### src/rtl/servant_wb_arbiter_if.sv
// Bus bundle for servant_wb_arbiter: NM Wishbone-classic masters on one side, one slave port on the other.
// The "master" modport is the arbiter's view; the "slave" modport is the surrounding SoC/bench view.
interface servant_wb_arbiter_if #(
    parameter int unsigned NM = 3
);
    logic [NM*32-1:0] i_m_adr;
    logic [NM*32-1:0] i_m_dat;
    logic [NM*4-1:0]  i_m_sel;
    logic [NM-1:0]    i_m_we;
    logic [NM-1:0]    i_m_cyc;
    logic [31:0]      o_m_rdt;
    logic [NM-1:0]    o_m_ack;
    logic [31:0]      o_s_adr;
    logic [31:0]      o_s_dat;
    logic [3:0]       o_s_sel;
    logic             o_s_we;
    logic             o_s_cyc;
    logic [31:0]      i_s_rdt;
    logic             i_s_ack;
    logic [NM-1:0]    o_grant;
    logic             o_timeout;

    modport master (
        input  i_m_adr, i_m_dat, i_m_sel, i_m_we, i_m_cyc, i_s_rdt, i_s_ack,
        output o_m_rdt, o_m_ack, o_s_adr, o_s_dat, o_s_sel, o_s_we, o_s_cyc,
        output o_grant, o_timeout
    );

    modport slave (
        output i_m_adr, i_m_dat, i_m_sel, i_m_we, i_m_cyc, i_s_rdt, i_s_ack,
        input  o_m_rdt, o_m_ack, o_s_adr, o_s_dat, o_s_sel, o_s_we, o_s_cyc,
        input  o_grant, o_timeout
    );
endinterface

### src/rtl/servant_wb_arbiter.sv
// Round-robin Wishbone-classic arbiter sharing one slave port between NM masters.
// Optional hung-slave timeout enabled by defining SERVANT_ARB_TIMEOUT_EN.
module servant_wb_arbiter #(
    parameter int unsigned NM      = 3,
    parameter int unsigned TIMEOUT = 255
) (
    input logic                   wb_clk,
    input logic                   wb_rst,
    servant_wb_arbiter_if.master  bus
);
    localparam int unsigned IW = (NM > 1) ? $clog2(NM) : 1;

    if (NM < 2 || NM > 8 || TIMEOUT < 1 || TIMEOUT > 65535) begin : g_param_check
        $error("servant_wb_arbiter: NM or TIMEOUT out of range");
    end

    typedef enum logic {IDLE, BUSY} state_t;

    state_t        state, state_nxt;
    logic [NM-1:0] grant, grant_nxt;
    logic [IW-1:0] last, last_nxt;
    logic [IW-1:0] idx, idx_nxt;   // selected master; retained through IDLE for the slave mux
    logic          found;
    logic [IW-1:0] cidx;
    int unsigned   c;
`ifdef SERVANT_ARB_TIMEOUT_EN
    logic [15:0]   cnt, cnt_nxt;
`endif

    always_ff @(posedge wb_clk) begin
        if (wb_rst) begin
            state <= IDLE;
            grant <= '0;
            last  <= IW'(NM - 1);
            idx   <= '0;
`ifdef SERVANT_ARB_TIMEOUT_EN
            cnt   <= '0;
`endif
        end else begin
            state <= state_nxt;
            grant <= grant_nxt;
            last  <= last_nxt;
            idx   <= idx_nxt;
`ifdef SERVANT_ARB_TIMEOUT_EN
            cnt   <= cnt_nxt;
`endif
        end
    end

    always_comb begin
        state_nxt     = state;
        grant_nxt     = grant;
        last_nxt      = last;
        idx_nxt       = idx;
        found         = 1'b0;
        cidx          = '0;
        c             = 0;
        bus.o_m_ack   = '0;
        bus.o_s_cyc   = 1'b0;
        bus.o_m_rdt   = bus.i_s_rdt;
        bus.o_timeout = 1'b0;
`ifdef SERVANT_ARB_TIMEOUT_EN
        cnt_nxt       = cnt;
`endif
        case (state)
            IDLE: begin
                // Scan starting just after the last served master so every requester waits at most NM-1 turns.
                for (int unsigned i = 1; i <= NM; i++) begin
                    c    = (32'(last) + i) % NM;
                    cidx = IW'(c);
                    if (!found && bus.i_m_cyc[cidx]) begin
                        found            = 1'b1;
                        idx_nxt          = cidx;
                        grant_nxt        = '0;
                        grant_nxt[cidx]  = 1'b1;
                        state_nxt        = BUSY;
                    end
                end
`ifdef SERVANT_ARB_TIMEOUT_EN
                cnt_nxt = '0;
`endif
            end
            BUSY: begin
                bus.o_s_cyc = bus.i_m_cyc[idx];
                if (bus.i_s_ack) begin
                    bus.o_m_ack[idx] = 1'b1;
                    state_nxt        = IDLE;
                end else if (!bus.i_m_cyc[idx]) begin
                    state_nxt        = IDLE;
`ifdef SERVANT_ARB_TIMEOUT_EN
                end else if (cnt == 16'(TIMEOUT - 1)) begin
                    bus.o_m_ack[idx] = 1'b1;
                    bus.o_m_rdt      = '0;
                    bus.o_timeout    = 1'b1;
                    state_nxt        = IDLE;
                end else begin
                    cnt_nxt          = cnt + 16'd1;
`endif
                end
                if (state_nxt == IDLE) begin
                    last_nxt  = idx;
                    grant_nxt = '0;
                end
            end
            default: state_nxt = IDLE;
        endcase
    end

    always_comb begin
        bus.o_s_adr = '0;
        bus.o_s_dat = '0;
        bus.o_s_sel = '0;
        bus.o_s_we  = 1'b0;
        for (int unsigned k = 0; k < NM; k++) begin
            if (IW'(k) == idx) begin
                bus.o_s_adr = bus.i_m_adr[k*32 +: 32];
                bus.o_s_dat = bus.i_m_dat[k*32 +: 32];
                bus.o_s_sel = bus.i_m_sel[k*4 +: 4];
                bus.o_s_we  = bus.i_m_we[k];
            end
        end
    end

    assign bus.o_grant = grant;
endmodule
### src/flat_wrapper.sv
// flat-port wrapper written by rule: the top's interface ports become plain ports
module servant_wb_arbiter_flat 
#(
    parameter int unsigned NM      = 3,
    parameter int unsigned TIMEOUT = 255
)
  (wb_clk, wb_rst, bus_i_m_adr, bus_i_m_dat, bus_i_m_sel, bus_i_m_we, bus_i_m_cyc, bus_i_s_rdt, bus_i_s_ack, bus_o_m_rdt, bus_o_m_ack, bus_o_s_adr, bus_o_s_dat, bus_o_s_sel, bus_o_s_we, bus_o_s_cyc, bus_o_grant, bus_o_timeout);
  servant_wb_arbiter_if #(.NM(NM)) bus_i ();
  input logic wb_clk;
  input logic wb_rst;
  input wire logic [$bits(bus_i.i_m_adr)-1:0] bus_i_m_adr;
  input wire logic [$bits(bus_i.i_m_dat)-1:0] bus_i_m_dat;
  input wire logic [$bits(bus_i.i_m_sel)-1:0] bus_i_m_sel;
  input wire logic [$bits(bus_i.i_m_we)-1:0] bus_i_m_we;
  input wire logic [$bits(bus_i.i_m_cyc)-1:0] bus_i_m_cyc;
  input wire logic [$bits(bus_i.i_s_rdt)-1:0] bus_i_s_rdt;
  input wire logic [$bits(bus_i.i_s_ack)-1:0] bus_i_s_ack;
  output wire logic [$bits(bus_i.o_m_rdt)-1:0] bus_o_m_rdt;
  output wire logic [$bits(bus_i.o_m_ack)-1:0] bus_o_m_ack;
  output wire logic [$bits(bus_i.o_s_adr)-1:0] bus_o_s_adr;
  output wire logic [$bits(bus_i.o_s_dat)-1:0] bus_o_s_dat;
  output wire logic [$bits(bus_i.o_s_sel)-1:0] bus_o_s_sel;
  output wire logic [$bits(bus_i.o_s_we)-1:0] bus_o_s_we;
  output wire logic [$bits(bus_i.o_s_cyc)-1:0] bus_o_s_cyc;
  output wire logic [$bits(bus_i.o_grant)-1:0] bus_o_grant;
  output wire logic [$bits(bus_i.o_timeout)-1:0] bus_o_timeout;
  assign bus_i.i_m_adr = bus_i_m_adr;
  assign bus_i.i_m_dat = bus_i_m_dat;
  assign bus_i.i_m_sel = bus_i_m_sel;
  assign bus_i.i_m_we = bus_i_m_we;
  assign bus_i.i_m_cyc = bus_i_m_cyc;
  assign bus_i.i_s_rdt = bus_i_s_rdt;
  assign bus_i.i_s_ack = bus_i_s_ack;
  assign bus_o_m_rdt = bus_i.o_m_rdt;
  assign bus_o_m_ack = bus_i.o_m_ack;
  assign bus_o_s_adr = bus_i.o_s_adr;
  assign bus_o_s_dat = bus_i.o_s_dat;
  assign bus_o_s_sel = bus_i.o_s_sel;
  assign bus_o_s_we = bus_i.o_s_we;
  assign bus_o_s_cyc = bus_i.o_s_cyc;
  assign bus_o_grant = bus_i.o_grant;
  assign bus_o_timeout = bus_i.o_timeout;
  servant_wb_arbiter #(.NM(NM), .TIMEOUT(TIMEOUT)) u_core (.wb_clk(wb_clk), .wb_rst(wb_rst), .bus(bus_i));
endmodule
### config.mk
export PLATFORM = sky130hd
export DESIGN_NAME = servant_wb_arbiter_flat
export DESIGN_NICKNAME = d
export VERILOG_FILES = /design/src/rtl/servant_wb_arbiter_if.sv /design/src/rtl/servant_wb_arbiter.sv /design/src/flat_wrapper.sv
export SDC_FILE = /design/constraint.sdc
export NUM_CORES = 1
export LEC_CHECK = 0
export BUFFER_PORTS_ARGS = -buffer_cell sky130_fd_sc_hd__buf_2
export CORE_AREA = 5 5 136 138
export CTS_CLUSTER_DIAMETER = 40
export DETAILED_ROUTE_END_ITERATION = 16
export DIE_AREA = 0 0 141 143
export SETUP_SLACK_MARGIN = 0.3
export SLEW_MARGIN = 25
export SYNTH_ARGS = -nofsm -noshare
export SYNTH_HDL_FRONTEND = slang
export SYNTH_SLANG_ARGS = --single-unit
### constraint.sdc
create_clock -name wb_clk -period 2.7 [get_ports wb_clk]
set_clock_uncertainty 0.2 [all_clocks]
set_input_delay 0 -clock wb_clk [delete_from_list [all_inputs] [get_ports wb_clk]]
set_output_delay 0 -clock wb_clk [all_outputs]
set_load 0.01 [all_outputs]
==> flow_summary.yaml <==
clock_network:
  cts.htree.levels: 1
  cts_tree: "done"
  cts_max_path_buffers: 2
  cts.clk_slew.worst_paths_ps: 40
  cts_setup_buffers: 0
  cts_inserted_buffers: 3
  clock_sinks: 8
  insertion_delay_ps: 230
  cts-root-buf: "clkbuf_16"
layout:
  layout.nets: 875
  synthToLayoutAreaGrowth_pct: 75.0
  antenna_cells: 0
  fillers: 1879
  drive_above_1_share_pct: 49.1
synthesis:
  synthFlopType: "dfxtp_1"
  async_reset_ff_share_pct: 0
  synthCells: 357
  synth-edff-count: 0
  ys_seq_elements: 8
  synth_area_mm2: 0.00241
  synth_area_per_cell_um2: 6.74
  yosys_warnings: 0
  synth_fp_nets: 606
  ys_seq_area_share_pct: 6.66
  synth_cell_types: 43
setup_path:
  crit_buf_inv: 1
  path_cells: "inv_1 -> ha_1 -> a22o_1 -> a211o_1 -> nand2_2 -> mux2_1 -> o31ai_1"
  cp_top_family: "compound AO/OA/AOI/OAI gates"
  timing.rr.start: "u_core.last[1]$_SDFFE_PP1P_"
  worstSetupPathType: "flop to flop"
  worstPathMaxFanout: 8
  regToRegSetupSlack_ps: 440
  slowest_stage: "dfxtp_1"
  worst-endpoint-arrival_ps: 2200
  reg2reg_depth: 7
  setup.worst_path.start_class: "flop"
  endpoint_kind: "flop"
  cp.required_ps: 2640
  r2r-end: "u_core.bus.o_grant[1]$_SDFFE_PP0P_"
  slowest_delay_ps: 350
status:
  status: "finished clean"
pwr:
  p_int_mw: 1.38
  switching_share_pct: 50.0
  p_sw_mw: 1.38
  powerDensity_mw_per_mm2: 655
  cellLeakagePower_nw: 2.02
  irDropWorstVdd_mv: 0.252
  pwr-share-comb_pct: 82.5
  power.share.clock_pct: 9.2
  power_mw: 2.76
  seqPwrFrac_pct: 8.3
routing:
  drt_first_pass_iters: 4
  wire_per_inst_um: 13.8
  drtIter0Drc: 260
  vias: 3543
  wl_mm: 11.7
  drtAntennaViolNets: 0
  vias_per_cell: 4.17
  drc_errors: 0
timing:
  setup_viol: 0
  final-max-slew-violation-count: 0
  rsz0062_at_grt: "false"
  setup_tns_ps: 0
  setup_slack_ps: 436
  finalCritPeriodShare_pct: 83.8
  finalHoldViolCount: 0
  max_clock_freq_mhz: 442
  period_minus_slack_ps: 2260
min_path:
  hold_end: "u_core.state$_SDFF_PP0_"
  hold_start: "bus_i_m_cyc[2]"
  hp-class: "primary input to flop"
  holdPathStages: 5
die:
  dieWidth_um: 141
  die_area_mm2: 0.0202
  placementRows: 48
  die_h_um: 143
  design.core.area_mm2: 0.0171
  start_util_pct: 14.1
  ios: 354
place:
  place_ws_ps: 479
  place_hpwl_mm: 9.16
  port_buffers: 288
  routabilityCongestion: 0.831
global_routing:
  grt_pass1_wl_mm: 17.2
  grt_max_degree: 40
  grt_pass1_vias: 3489
  grtUsageTotal_pct: 10.2
  gr-total-overflow: 0
  antenna_found_initial: 0
job:
  maxCapViolCount: 0
==> cell usage after synthesis, types with 4 or more instances <==
| cell | n | area share (%) |
|---|---|---|
| a21oi_1 | 5 | 1.0 |
| buf_4 | 35 | 11 |
| buf_6 | 4 | 1.9 |
| clkbuf_1 | 20 | 3.1 |
| dfxtp_1 | 8 | 6.7 |
| ha_1 | 4 | 2.1 |
| inv_1 | 6 | 0.94 |
| mux2i_1 | 72 | 30 |
| nand2_1 | 77 | 12 |
| nand2b_1 | 4 | 1.0 |
| nand3b_1 | 4 | 1.2 |
| nor2_1 | 4 | 0.62 |
| o21ai_1 | 72 | 15 |
==> tightest hold or removal path: stages <==
cell and delay (ps):
buf_2 170, nand2_1 70, o21ai_1 70, nand3b_1 80
a21oi_1 60
==> placed cells by master, fill, tap and decap left out, types with 2 or more instances in the layout <==
cell type | Yosys | layout
inv_1 | 6 | 6
a221oi_1 | 2 | 2
nand3_1 | 2 | 2
mux2i_1 | 72 | 72
o31ai_1 | 2 | 2
ha_1 | 4 | 3
buf_2 | 3 | 288
buf_4 | 35 | 5
clkbuf_16 | 0 | 3
dfxtp_1 | 8 | 6
nand2_1 | 77 | 77
o21ai_1 | 72 | 72
a21oi_1 | 5 | 5
dlygate4sd3_1 | 0 | 34
a211o_1 | 2 | 2
nor2_1 | 4 | 4
a31oi_1 | 3 | 3
nor3_1 | 2 | 2
nand3b_1 | 4 | 4
nor2b_1 | 3 | 2
and3_1 | 2 | 2
nand2b_1 | 4 | 4
==> cell families after synthesis <==
group                    count (synthesis)  synth area share [%]
buffers and inverters                   70                  17.9
AO/OA/AOI/OAI                           97                  23.5
flip-flops                               8                  6.66
AND/OR/NAND/NOR                        104                  19.2
other                                    1                 0.156
multiplexers                            73                  30.4
adder cells (fa/ha/maj)                  4                  2.08
==> metal layers <==
metal,vias up,global-route usage [%],wire length (um)
met5,-,0,0
met4,0,2.29,155
met3,12,1.88,1250
met2,242,18.6,5840
met1,1533,12.3,4460
li1,1756,-,-
==> layout make-up <==
class | instances | area [um2] | area share [%]
multi-input combinational | 279 | 1820 | 43.3
clock buffer | 4 | 78.8 | 1.87
inverter | 6 | 22.5 | 0.535
tap | 225 | 282 | 6.68
timing repair buffer | 328 | 1840 | 43.7
sequential | 8 | 165 | 3.92
==> worst max path at each step <==
stage                                startpoint                                 end  cells past startpoint
floorplan           u_core.last[1]$_SDFFE_PP1P_  u_core.bus.o_grant[1]$_SDFFE_PP0P_                      8
global placement    u_core.last[0]$_SDFFE_PP0P_  u_core.bus.o_grant[1]$_SDFFE_PP0P_                      7
detailed placement  u_core.last[0]$_SDFFE_PP0P_  u_core.bus.o_grant[1]$_SDFFE_PP0P_                      7
CTS                 u_core.last[0]$_SDFFE_PP0P_  u_core.bus.o_grant[1]$_SDFFE_PP0P_                      7
global route        u_core.last[1]$_SDFFE_PP1P_  u_core.bus.o_grant[1]$_SDFFE_PP0P_                      7
finish              u_core.last[1]$_SDFFE_PP1P_  u_core.bus.o_grant[1]$_SDFFE_PP0P_                      7
==> stage by stage <==
stage          cells  hold slack (ps)  cell area (um2)  utilization [%]
4_1_cts          850             66.3             4210             24.7
2_1_floorplan    357             -108             2410                -
3_5_place_dp     812             -200             3790             22.2
5_1_grt          850              113             4210             24.7
6_report         850             70.6             4210             24.7
3_3_place_gp     812             -200             3790             22.2
==> state kept, by name, summed over array words and instances, names as in the netlist <==
name and flops:
u_core.bus.o_grant 3, u_core.idx 2, u_core.last 2, u_core.state 1
==> power groups by stage <==
stage / Clock (mW) / Sequential, mW / Combinational, mW
CTS: 0.259 / 0.229 / 2.31
detailed placement: 0 / 0.228 / 2.24
global placement: 0 / 0.230 / 2.23
global route: 0.267 / 0.237 / 2.51
finish: 0.254 / 0.228 / 2.28
floorplan: 0 / 0.184 / 1.49
==> what timing repair did <==
item,CTS,global route
setup endpoints to repair,0,2
gates resized for setup,0,1
endpoints found under the hold margin,40,0
hold buffers,34,0
No activity file was read; power rests on OpenSTA's default activity.
